File: src/rtl/wb_mem_arbiter_pkg.sv
// Shared types and constants for the wishbone memory-port arbiter.
// Optional retry handling is enabled by defining WB_ARB_RETRY_EN.
package wb_mem_arbiter_pkg;

    typedef enum logic [1:0] {
        IDLE,
        BUS,
        RESP
    } wbarb_state_t;

    localparam int LINE_BYTES = 16;
    localparam int OFF_W      = $clog2(LINE_BYTES);

    function automatic int rr_next(input int g, input int n);
        return (g + 1 == n) ? 0 : g + 1;
    endfunction

endpackage

File: src/rtl/wb_mem_arbiter_if.sv
// Single-beat wishbone bus between the arbiter (master) and the
// unified cache (slave).
interface wb_mem_arbiter_if #(
    parameter int ADDR_W = 16,
    parameter int LINE_W = 128
);
    localparam int OW = $clog2(LINE_W / 8);

    logic [ADDR_W-OW-1:0] wb_adr;
    logic [LINE_W-1:0]    wb_dat_m;
    logic [LINE_W-1:0]    wb_dat_s;
    logic [LINE_W/8-1:0]  wb_sel;
    logic                 wb_we;
    logic                 wb_stb;
    logic                 wb_cyc;
    logic                 wb_ack;
    logic                 wb_rty;

    modport master (
        output wb_adr, wb_dat_m, wb_sel,
        output wb_we, wb_stb, wb_cyc,
        input  wb_dat_s, wb_ack, wb_rty
    );

    modport slave (
        input  wb_adr, wb_dat_m, wb_sel,
        input  wb_we, wb_stb, wb_cyc,
        output wb_dat_s, wb_ack, wb_rty
    );

endinterface

File: src/rtl/wb_mem_arbiter_lane_sel.sv
// Maps a word-aligned line offset and byte enables onto line byte lanes.
// Reads select the whole word; writes select only the enabled bytes.
module wb_mem_arbiter_lane_sel #(
    parameter int OW   = 4,
    parameter int BE_W = 2,
    parameter int LN_W = 3
) (
    input  logic [OW-1:0]        off_i,
    input  logic [BE_W-1:0]      ben_i,
    input  logic                 we_i,
    output logic [(1<<OW)-1:0]   sel_o,
    output logic [LN_W-1:0]      lane_o
);
    localparam int NB   = 1 << OW;
    localparam int WB_W = OW - LN_W;

    logic [NB-1:0] mask;
    logic          unused_ok;

    assign lane_o = off_i[OW-1:WB_W];
    assign mask   = NB'(we_i ? ben_i : {BE_W{1'b1}});
    assign sel_o  = mask << (int'(lane_o) * BE_W);

    assign unused_ok = ^off_i[WB_W-1:0];

endmodule

File: src/rtl/wb_mem_arbiter.sv
// Round-robin arbiter merging NUM_CH word ports onto one line-wide
// wishbone master. WB_ARB_RETRY_EN enables bounded wb_rty reissue.
module wb_mem_arbiter
    import wb_mem_arbiter_pkg::*;
#(
    parameter int NUM_CH  = 2,
    parameter int ADDR_W  = 16,
    parameter int WORD_W  = 16,
    parameter int LINE_W  = 128,
    parameter int MAX_RTY = 3
) (
    input  logic                       clk,
    input  logic                       rst_n,
    input  logic [NUM_CH-1:0]          ch_req,
    input  logic [NUM_CH-1:0]          ch_we,
    input  logic [NUM_CH*ADDR_W-1:0]   ch_addr,
    input  logic [NUM_CH*WORD_W-1:0]   ch_wdata,
    input  logic [NUM_CH*WORD_W/8-1:0] ch_ben,
    output logic [NUM_CH-1:0]          ch_resp,
    output logic [WORD_W-1:0]          ch_rdata,
    output logic                       ch_err,
    wb_mem_arbiter_if.master           wb
);
    localparam int BE_W  = WORD_W / 8;
    localparam int OW    = $clog2(LINE_W / 8);
    localparam int LN_W  = OW - $clog2(BE_W);
    localparam int LANES = LINE_W / WORD_W;
    localparam int CH_W  = (NUM_CH > 1) ? $clog2(NUM_CH) : 1;

    wbarb_state_t          state_q, state_d;
    logic [CH_W-1:0]       rr_q, rr_d;
    logic [CH_W-1:0]       g_q, g_d;
    logic [ADDR_W-OW-1:0]  adr_q, adr_d;
    logic [LINE_W-1:0]     dat_q, dat_d;
    logic [LINE_W/8-1:0]   sel_q, sel_d;
    logic                  we_q, we_d;
    logic                  stb_q, stb_d;
    logic [LN_W-1:0]       lane_q, lane_d;
    logic [NUM_CH-1:0]     resp_q, resp_d;
    logic [WORD_W-1:0]     rdata_q, rdata_d;

    logic                  gnt_vld;
    logic [CH_W-1:0]       gnt;
    int                    gi;
    logic [ADDR_W-1:0]     m_addr;
    logic [WORD_W-1:0]     m_wdata;
    logic [BE_W-1:0]       m_ben;
    logic                  m_we;
    logic [LINE_W/8-1:0]   m_sel;
    logic [LN_W-1:0]       m_lane;
    logic [WORD_W-1:0]     lane_word;

`ifdef WB_ARB_RETRY_EN
    localparam int RTY_W = (MAX_RTY > 0) ? $clog2(MAX_RTY + 1) : 1;
    logic [RTY_W-1:0]      rty_q, rty_d;
    logic                  err_q, err_d;
`else
    logic                  unused_ok;
    assign unused_ok = wb.wb_rty ^ 1'(MAX_RTY);
`endif

    // First requester at or after the rr pointer wins.
    always_comb begin
        gnt_vld = 1'b0;
        gnt     = '0;
        for (int i = 0; i < NUM_CH; i++) begin
            if (!gnt_vld && ch_req[(int'(rr_q) + i) % NUM_CH]) begin
                gnt_vld = 1'b1;
                gnt     = CH_W'((int'(rr_q) + i) % NUM_CH);
            end
        end
    end

    assign gi      = int'(gnt);
    assign m_addr  = ch_addr[gi*ADDR_W +: ADDR_W];
    assign m_wdata = ch_wdata[gi*WORD_W +: WORD_W];
    assign m_ben   = ch_ben[gi*BE_W +: BE_W];
    assign m_we    = ch_we[gi];

    wb_mem_arbiter_lane_sel #(
        .OW   (OW),
        .BE_W (BE_W),
        .LN_W (LN_W)
    ) u_lane_sel (
        .off_i  (m_addr[OW-1:0]),
        .ben_i  (m_ben),
        .we_i   (m_we),
        .sel_o  (m_sel),
        .lane_o (m_lane)
    );

    assign lane_word = wb.wb_dat_s[int'(lane_q)*WORD_W +: WORD_W];

    always_comb begin
        state_d = state_q;
        rr_d    = rr_q;
        g_d     = g_q;
        adr_d   = adr_q;
        dat_d   = dat_q;
        sel_d   = sel_q;
        we_d    = we_q;
        stb_d   = stb_q;
        lane_d  = lane_q;
        resp_d  = '0;
        rdata_d = '0;
`ifdef WB_ARB_RETRY_EN
        rty_d   = rty_q;
        err_d   = 1'b0;
`endif
        unique case (state_q)
            IDLE: begin
                if (gnt_vld) begin
                    g_d    = gnt;
                    rr_d   = CH_W'(rr_next(gi, NUM_CH));
                    adr_d  = m_addr[ADDR_W-1:OW];
                    dat_d  = {LANES{m_wdata}};
                    sel_d  = m_sel;
                    we_d   = m_we;
                    lane_d = m_lane;
`ifdef WB_ARB_RETRY_EN
                    rty_d  = '0;
`endif
                    // Empty write completes without touching the bus.
                    if (m_we && m_ben == '0) begin
                        state_d     = RESP;
                        resp_d[gnt] = 1'b1;
                    end else begin
                        state_d = BUS;
                        stb_d   = 1'b1;
                    end
                end
            end
            BUS: begin
`ifdef WB_ARB_RETRY_EN
                if (!stb_q) begin
                    stb_d = 1'b1;
                end else if (wb.wb_ack) begin
                    state_d      = RESP;
                    stb_d        = 1'b0;
                    resp_d[g_q]  = 1'b1;
                    rdata_d      = lane_word;
                end else if (wb.wb_rty) begin
                    stb_d = 1'b0;
                    if (rty_q == RTY_W'(MAX_RTY)) begin
                        state_d     = RESP;
                        resp_d[g_q] = 1'b1;
                        err_d       = 1'b1;
                    end else begin
                        rty_d = rty_q + 1'b1;
                    end
                end
`else
                if (wb.wb_ack) begin
                    state_d     = RESP;
                    stb_d       = 1'b0;
                    resp_d[g_q] = 1'b1;
                    rdata_d     = lane_word;
                end
`endif
            end
            RESP:    state_d = IDLE;
            default: state_d = IDLE;
        endcase
    end

    always_ff @(posedge clk or negedge rst_n) begin
        if (!rst_n) begin
            state_q <= IDLE;
            rr_q    <= '0;
            g_q     <= '0;
            adr_q   <= '0;
            dat_q   <= '0;
            sel_q   <= '0;
            we_q    <= 1'b0;
            stb_q   <= 1'b0;
            lane_q  <= '0;
            resp_q  <= '0;
            rdata_q <= '0;
`ifdef WB_ARB_RETRY_EN
            rty_q   <= '0;
            err_q   <= 1'b0;
`endif
        end else begin
            state_q <= state_d;
            rr_q    <= rr_d;
            g_q     <= g_d;
            adr_q   <= adr_d;
            dat_q   <= dat_d;
            sel_q   <= sel_d;
            we_q    <= we_d;
            stb_q   <= stb_d;
            lane_q  <= lane_d;
            resp_q  <= resp_d;
            rdata_q <= rdata_d;
`ifdef WB_ARB_RETRY_EN
            rty_q   <= rty_d;
            err_q   <= err_d;
`endif
        end
    end

    assign wb.wb_adr   = adr_q;
    assign wb.wb_dat_m = dat_q;
    assign wb.wb_sel   = sel_q;
    assign wb.wb_we    = we_q & stb_q;
    assign wb.wb_stb   = stb_q;
    assign wb.wb_cyc   = stb_q;
    assign ch_resp     = resp_q;
    assign ch_rdata    = rdata_q;
`ifdef WB_ARB_RETRY_EN
    assign ch_err      = err_q;
`else
    assign ch_err      = 1'b0;
`endif

endmodule

File: src/flat_wrapper.sv
// flat-port wrapper written by rule: the top's interface ports become plain ports
module wb_mem_arbiter_flat import wb_mem_arbiter_pkg::*;
#(
    parameter int NUM_CH  = 2,
    parameter int ADDR_W  = 16,
    parameter int WORD_W  = 16,
    parameter int LINE_W  = 128,
    parameter int MAX_RTY = 3
)
  (clk, rst_n, ch_req, ch_we, ch_addr, ch_wdata, ch_ben, ch_resp, ch_rdata, ch_err, wb_wb_adr, wb_wb_dat_m, wb_wb_sel, wb_wb_we, wb_wb_stb, wb_wb_cyc, wb_wb_dat_s, wb_wb_ack, wb_wb_rty);
  wb_mem_arbiter_if #(.ADDR_W(ADDR_W), .LINE_W(LINE_W)) wb_i ();
  input  logic clk;
  input  logic rst_n;
  input  logic [NUM_CH-1:0] ch_req;
  input  logic [NUM_CH-1:0] ch_we;
  input  logic [NUM_CH*ADDR_W-1:0] ch_addr;
  input  logic [NUM_CH*WORD_W-1:0] ch_wdata;
  input  logic [NUM_CH*WORD_W/8-1:0] ch_ben;
  output logic [NUM_CH-1:0] ch_resp;
  output logic [WORD_W-1:0] ch_rdata;
  output logic ch_err;
  output wire logic [$bits(wb_i.wb_adr)-1:0] wb_wb_adr;
  output wire logic [$bits(wb_i.wb_dat_m)-1:0] wb_wb_dat_m;
  output wire logic [$bits(wb_i.wb_sel)-1:0] wb_wb_sel;
  output wire logic [$bits(wb_i.wb_we)-1:0] wb_wb_we;
  output wire logic [$bits(wb_i.wb_stb)-1:0] wb_wb_stb;
  output wire logic [$bits(wb_i.wb_cyc)-1:0] wb_wb_cyc;
  input wire logic [$bits(wb_i.wb_dat_s)-1:0] wb_wb_dat_s;
  input wire logic [$bits(wb_i.wb_ack)-1:0] wb_wb_ack;
  input wire logic [$bits(wb_i.wb_rty)-1:0] wb_wb_rty;
  assign wb_wb_adr = wb_i.wb_adr;
  assign wb_wb_dat_m = wb_i.wb_dat_m;
  assign wb_wb_sel = wb_i.wb_sel;
  assign wb_wb_we = wb_i.wb_we;
  assign wb_wb_stb = wb_i.wb_stb;
  assign wb_wb_cyc = wb_i.wb_cyc;
  assign wb_i.wb_dat_s = wb_wb_dat_s;
  assign wb_i.wb_ack = wb_wb_ack;
  assign wb_i.wb_rty = wb_wb_rty;
  wb_mem_arbiter #(.NUM_CH(NUM_CH), .ADDR_W(ADDR_W), .WORD_W(WORD_W), .LINE_W(LINE_W), .MAX_RTY(MAX_RTY)) u_core (.clk(clk), .rst_n(rst_n), .ch_req(ch_req), .ch_we(ch_we), .ch_addr(ch_addr), .ch_wdata(ch_wdata), .ch_ben(ch_ben), .ch_resp(ch_resp), .ch_rdata(ch_rdata), .ch_err(ch_err), .wb(wb_i));
endmodule
File: config.mk
export PLATFORM = sky130hd
export DESIGN_NAME = wb_mem_arbiter_flat
export DESIGN_NICKNAME = d
export VERILOG_FILES = /design/src/rtl/wb_mem_arbiter_pkg.sv /design/src/rtl/wb_mem_arbiter_if.sv /design/src/rtl/wb_mem_arbiter_lane_sel.sv /design/src/rtl/wb_mem_arbiter.sv /design/src/flat_wrapper.sv
export SDC_FILE = /design/constraint.sdc
export NUM_CORES = 1
export LEC_CHECK = 0
export CORE_AREA = 2 2 146 148
export CTS_BUF_LIST = sky130_fd_sc_hd__clkbuf_8
export CTS_CLUSTER_SIZE = 12
export DETAILED_ROUTE_END_ITERATION = 12
export DIE_AREA = 0 0 148 150
export GPL_TIMING_DRIVEN = 0
export HOLD_SLACK_MARGIN = 0.1
export SYNTH_ARGS = -nofsm -noshare
export SYNTH_HDL_FRONTEND = slang
export SYNTH_HIERARCHICAL = 1
export SYNTH_SLANG_ARGS = --single-unit
File: constraint.sdc
create_clock -name clk -period 4.85 [get_ports clk]
set_clock_uncertainty 0.1 [all_clocks]
set_input_delay 1.2125 -clock clk [delete_from_list [all_inputs] [get_ports clk]]
set_output_delay 1.2125 -clock clk [all_outputs]
set_load 0.02 [all_outputs]
# Word level (Yosys, flattened, before mapping)
# Cells that the tools add are included.
dict set report word_totals {
  register_bits 183
  in_bits 204
  out_inout_bits 178
  word_cells 74
}
dict set report op_classes {
  add_sub_neg 2
  magnitude_cmp 7
  n_eq_ne 5
  shift 5
  n_mux 31
  n_bitwise 2
  n_reduce_logical 11
}
# operator n
set ops {}
lappend ops {{$shiftx 128x8->16} 1}
lappend ops {{$shiftx 32x6->16} 2}
lappend ops {{$mux 16} 2}
lappend ops {{$mux 1} 17}
lappend ops {{$shl 16x4->16} 1}
lappend ops {{$mux 2} 7}
lappend ops {{$lt 1x2->1 const B} 4}
lappend ops {{$pmux 2 s2} 2}
lappend ops {{$logic_and 1x1->1} 4}
lappend ops {{$logic_not 2->1} 2}
lappend ops {{$ne 2x2->1 const B} 2}
lappend ops {{$reduce_and 2->1} 2}
lappend ops {{$reduce_and 4->1} 1}
lappend ops {{$shiftx 4x3->2} 1}
lappend ops {{$lt 2x3->1 const B} 1}
lappend ops {{$add 1x1->2 const B} 1}
lappend ops {{$demux 1 s1} 2}
lappend ops {{$eq 2x1->1 const B} 1}
lappend ops {{$eq 2x2->1 const B} 1}
lappend ops {{$ge 1x1->1 const B} 2}
lappend ops {{$ne 2x1->1 const B} 1}
lappend ops {{$pmux 1 s2} 1}
lappend ops {{$reduce_bool 2->1} 1}
lappend ops {{$add 1x1->1 const B} 1}
lappend ops {{3 further kinds} 3}

# Logic depth before layout (Yosys ltp)
# Gate-level depths: netlist of the first run.
dict set report logic_depth {
  depth_word 14
  mapped_depth 9
  depth_no_buf 7
}

# Modules after synthesis
# The synthesis of the first run kept the hierarchy.
# mod instances cells_per_inst area_each_um2 seq_area_each_um2
set modules_own_cells {}
lappend modules_own_cells {wb_mem_arbiter 1 408 4573.1 1776.7}
lappend modules_own_cells {wb_mem_arbiter_lane_sel 1 28 237.7 0.0}

# Least setup slack after synthesis of the first run
# OpenSTA, ideal clock, no wires.
dict set report synth_path {
  path_kind {input-to-reg}
  from {in ch_req[0]}
  to {reg u_core.sel_q[7] (netlist: u_core/wb.wb_sel[7])}
  setup_time_ns 0.065
  arrival_time_ns 2.421
  required_time_ns 4.685
  setup_slack_ns 2.264
  cell_stages 9
  n_path_buf 2
  cell_sequence {nand2b_1 > nand2_1 > buf_6 > mux2_2 > buf_2 > nand2b_4 > nor3b_1 > nand2_1 > nand2_1}
}
dict set report synth_via {
  word_cells_on_any_way 18
  classes_between {shift (3); mux (12); reduce/logical (3)}
}
# element line
set synth_rtl {}
lappend synth_rtl {{start, declared} flat_wrapper.sv:14} ;# input logic [NUM_CH-1:0] ch_req;
lappend synth_rtl {{$mux 1 (implied by the code) (2 in a row)} wb_mem_arbiter.sv:67} ;# if (!gnt_vld && ch_req[(int'(rr_q) + i) % NUM_CH]) begin
lappend synth_rtl {{$mux 1} wb_mem_arbiter.sv:67}
lappend synth_rtl {{$logic_not 1->1} wb_mem_arbiter.sv:67}
lappend synth_rtl {{$logic_and 1x1->1} wb_mem_arbiter.sv:67}
lappend synth_rtl {{$mux 1 *} wb_mem_arbiter.sv:67}
lappend synth_rtl {{$shiftx 32x6->16 *} wb_mem_arbiter.sv:75} ;# assign m_addr = ch_addr[gi*ADDR_W +: ADDR_W];
lappend synth_rtl {{named net u_core.m_addr[3]} wb_mem_arbiter.sv:45} ;# logic [ADDR_W-1:0] m_addr;
lappend synth_rtl {{$shl 16x4->16 *} wb_mem_arbiter_lane_sel.sv:22} ;# assign sel_o = mask << (int'(lane_o) * BE_W);
lappend synth_rtl {{named net u_core.m_sel[7]} wb_mem_arbiter.sv:49} ;# logic [LINE_W/8-1:0] m_sel;
lappend synth_rtl {{end signal, assigned} wb_mem_arbiter.sv:189} ;# sel_q <= sel_d;
lappend synth_rtl {{end, declared} wb_mem_arbiter.sv:35} ;# logic [LINE_W/8-1:0] sel_q, sel_d;
# The timed path passes the listed nets; every way through them passes the cells marked *. The select of a mux whose other input is x is not followed.
# A chain may end at the register's enable or synchronous reset.

==> metrics.csv, run 1 <==
stage,metric,value,unit
global_routing,global-route usage over all layers,16.1,%
critical_path,crit path cell chain,buf_4 > clkdlybuf4s50_1,
run,MaxCap Viol Count,0,
final_layout,fin nets,1028,
die,full die area,22200,um2
critical_path,critical path launch point type,register,
routing,First-pass DRT Iterations,6,
status,status,finished clean,
placed_design,DP Area,8940,um2
timing,setup violators final,0,
die,standard cell core area,20700,um2
die,Die Span Y,150,um
clocking,# hold bufs at CTS,0,
critical_path,crit path max fanout,9,
routing,DR WL/cell,16.6,um
clocking,Setup Buffers After CTS,0,
clocking,CTS tree,yes,
critical_path,CP arrival,1680,ps
routing,routed vias/inst,4.18,
final_layout,"commonest non-fill, non-tap cell in the layout",clkdlybuf4s50_1,
final_layout,filler cell count,1987,
yosys,Mean Syn Cell Area,11.0,um2
clocking,later-pin clock latency in the skew report,370,ps
global_routing,via count of the first global-routing pass,4630,
clocking,Root Driver,clkbuf_8,
placed_design,Post-Place Cells,1088,
yosys,Post-Synthesis Net Count,639,
pwr,pwr/cell area,616,nW/um2
clocking,CTS Sinks,71,
timing,Worst slew margin,56.2,%
timing,unrepaired setup endpoints after global routing,false,
final_layout,Inserted Diodes,0,
clocking,CTS resizes,0,
worst_hold_path,Worst Hold Class,register to register,
timing,Max Freq,334,MHz
die,Starting Density,23.2,%
yosys,post-synthesis cell count,435,
final_layout,Area Overhead vs Synth,90.7,%
placed_design,Final HPWL DP,15000,um
timing,"Hold Violations, Final",0,
timing,Final Slew Violations,0,
critical_path,Top delay family on crit path,buffers and inverters,
final_layout,Final Instance Count excl. Fillers,1104,
timing,final cycle utilization of the critical path,61.8,%
die,row count,53,
routing,Antenna Nets Post-Route,0,
pwr,P_leak,3.90,nW
routing,Initial DRC Count,212,
critical_path,slowest cell on the critical path,clkdlybuf4s50_1,
final_layout,share of post-route cells with drive strength above 1,24.1,%
critical_path,r2r setup slk,2800,ps
routing,final WL,18300,um
clocking,CTS max path bufs,2,
clocking,CTS HTree Levels,3,
yosys,cell area after synthesis,4800,um2
global_routing,largest net degree at the start of global routing,41,
timing,Slew @ Worst Pin,654,ps
final_layout,"Design Area, Final",9150,um2
final_layout,"commonest non-fill, non-tap cells in the layout","376 x clkdlybuf4s50_1, 121 x buf_4, 71 x dfrtp_1",
critical_path,Worst path max stage delay,600,ps
die,number of top-level pins,382,
placed_design,I/O Buffers,377,
routing,via count,4615,
pwr,"IR drop worst, VDD",0.213,mV
global_routing,antenna violations before repair,0,
global_routing,global-route wire length before repair,27200,um
global_routing,grt total ovfl,0,
clocking,clock slew at reported path FFs,90,ps
timing,Tmin final,3000,ps
die,Die Wd,148,um
routing,DRC errors left,0,
placed_design,RePlAce Congestion,0.753,
critical_path,WP data required,3540,ps
critical_path,critical path class,register to output port,
yosys,synth warn,6,
critical_path,Worst Setup End Kind,output port,
critical_path,crit path buf inv count,2,
clocking,CTS buffer count,9,
-- cell type report --
class,instances,area (um2),area share [%]
repair buffers,378,3800,41.5
multi-input cells,218,1960,21.4
flip-flops and latches,71,1780,19.4
plain buffers,144,1060,11.6
well taps,275,344,3.76
clock buffers,9,124,1.35
clock inverters,7,85.1,0.930
inverters,2,7.51,0.0820
-- worst reg2reg max path, stage by stage (launching register included) --
cell and delay, ps:
dfrtp_1 420, nand2b_1 170, nand2_1 110, buf_6 160
mux2_2 370, buf_2 190, nand2b_4 170, nor3b_1 180
nand2_1 70, nand2_1 60
-- power breakdown --
group | internal, W | leakage [nW] | total, W | switching [W]
clock network | 0.000250 | 0.107 | 0.000526 | 0.000276
logic | 0.00227 | 2.88 | 0.00403 | 0.00176
registers | 0.000823 | 0.916 | 0.00108 | 0.000254
total | 0.00334 | 3.90 | 0.00563 | 0.00229
-- per-stage QoR --
step / total power (W) / hold slack, ps / setup WS, ps / util (%) / setup TNS [ps]
6_report: 0.00563 / 386 / 1850 / 44.2 / 0
5_1_grt: 0.00599 / 408 / 1720 / 44.2 / 0
4_1_cts: 0.00572 / 392 / 1790 / 44.2 / 0
3_5_place_dp: 0.00517 / 363 / 1560 / 43.2 / 0
3_3_place_gp: 0.00515 / 362 / -343 / 43.1 / -24050
2_1_floorplan: 0.00339 / 347 / 2270 / - / 0
-- sequential cells by signal, summed over array words and instances, names as in the netlist --
name	count
u_core/lane_q	3
u_core/wb.wb_cyc	1
u_core/wb.wb_sel	16
u_core/wb.wb_dat_m	16
u_core/we_q	1
u_core/g_q	1
u_core/ch_rdata	16
u_core/rr_q	1
u_core/ch_resp	2
u_core/wb.wb_adr	12
u_core/state_q	2
-- metal layers --
layer  track usage [%]  routed length, um
met5                 0                  0
met4              6.00                423
met3              4.73               1510
met2              27.4               9300
met1              19.3               7060
-- path summary, 6_finish.rpt --
| path | from | depth (start not counted) | end |
|---|---|---|---|
| worst max-delay path | u_core/wb.wb_dat_m[120]$_DFFE_PN0P_ | 2 | wb_wb_dat_m[24] |
| worst min-delay path | u_core/wb.wb_sel[8]$_DFFE_PN0P_ | 2 | u_core/wb.wb_sel[8]$_DFFE_PN0P_ |
| worst max register to register | u_core/rr_q$_DFFE_PN0P_ | 9 | u_core/wb.wb_sel[7]$_DFFE_PN0P_ |
| worst min register to register | u_core/wb.wb_sel[8]$_DFFE_PN0P_ | 2 | u_core/wb.wb_sel[8]$_DFFE_PN0P_ |
| max in group asynchronous | rst_n | 2 | u_core/wb.wb_dat_m[120]$_DFFE_PN0P_ |
| min in group asynchronous | rst_n | 1 | u_core/wb.wb_sel[11]$_DFFE_PN0P_ |
Power figures use the tool's default switching activity.
==> run 2: changes to the inputs <==
==> constraint.sdc (replaced) <==
create_clock -name clk -period 2.6 [get_ports clk]
set_clock_uncertainty 0.1 [all_clocks]
set_input_delay 0.65 -clock clk [delete_from_list [all_inputs] [get_ports clk]]
set_output_delay 0.65 -clock clk [all_outputs]
set_load 0.02 [all_outputs]
==> results of run 2 <==
Same layout as run 1 (identical final DEF). Status: finished clean.
Main changes from that run: setup slack after placement 1560 ps -> -126 ps; setup slack after layout 1850 ps -> 166 ps; hold slack 386 ps -> 120 ps; register-to-register setup slack 2800 ps -> 550 ps; total power 0.00563 W -> 0.0105 W; worst IR drop on VDD 0.213 mV -> 0.397 mV
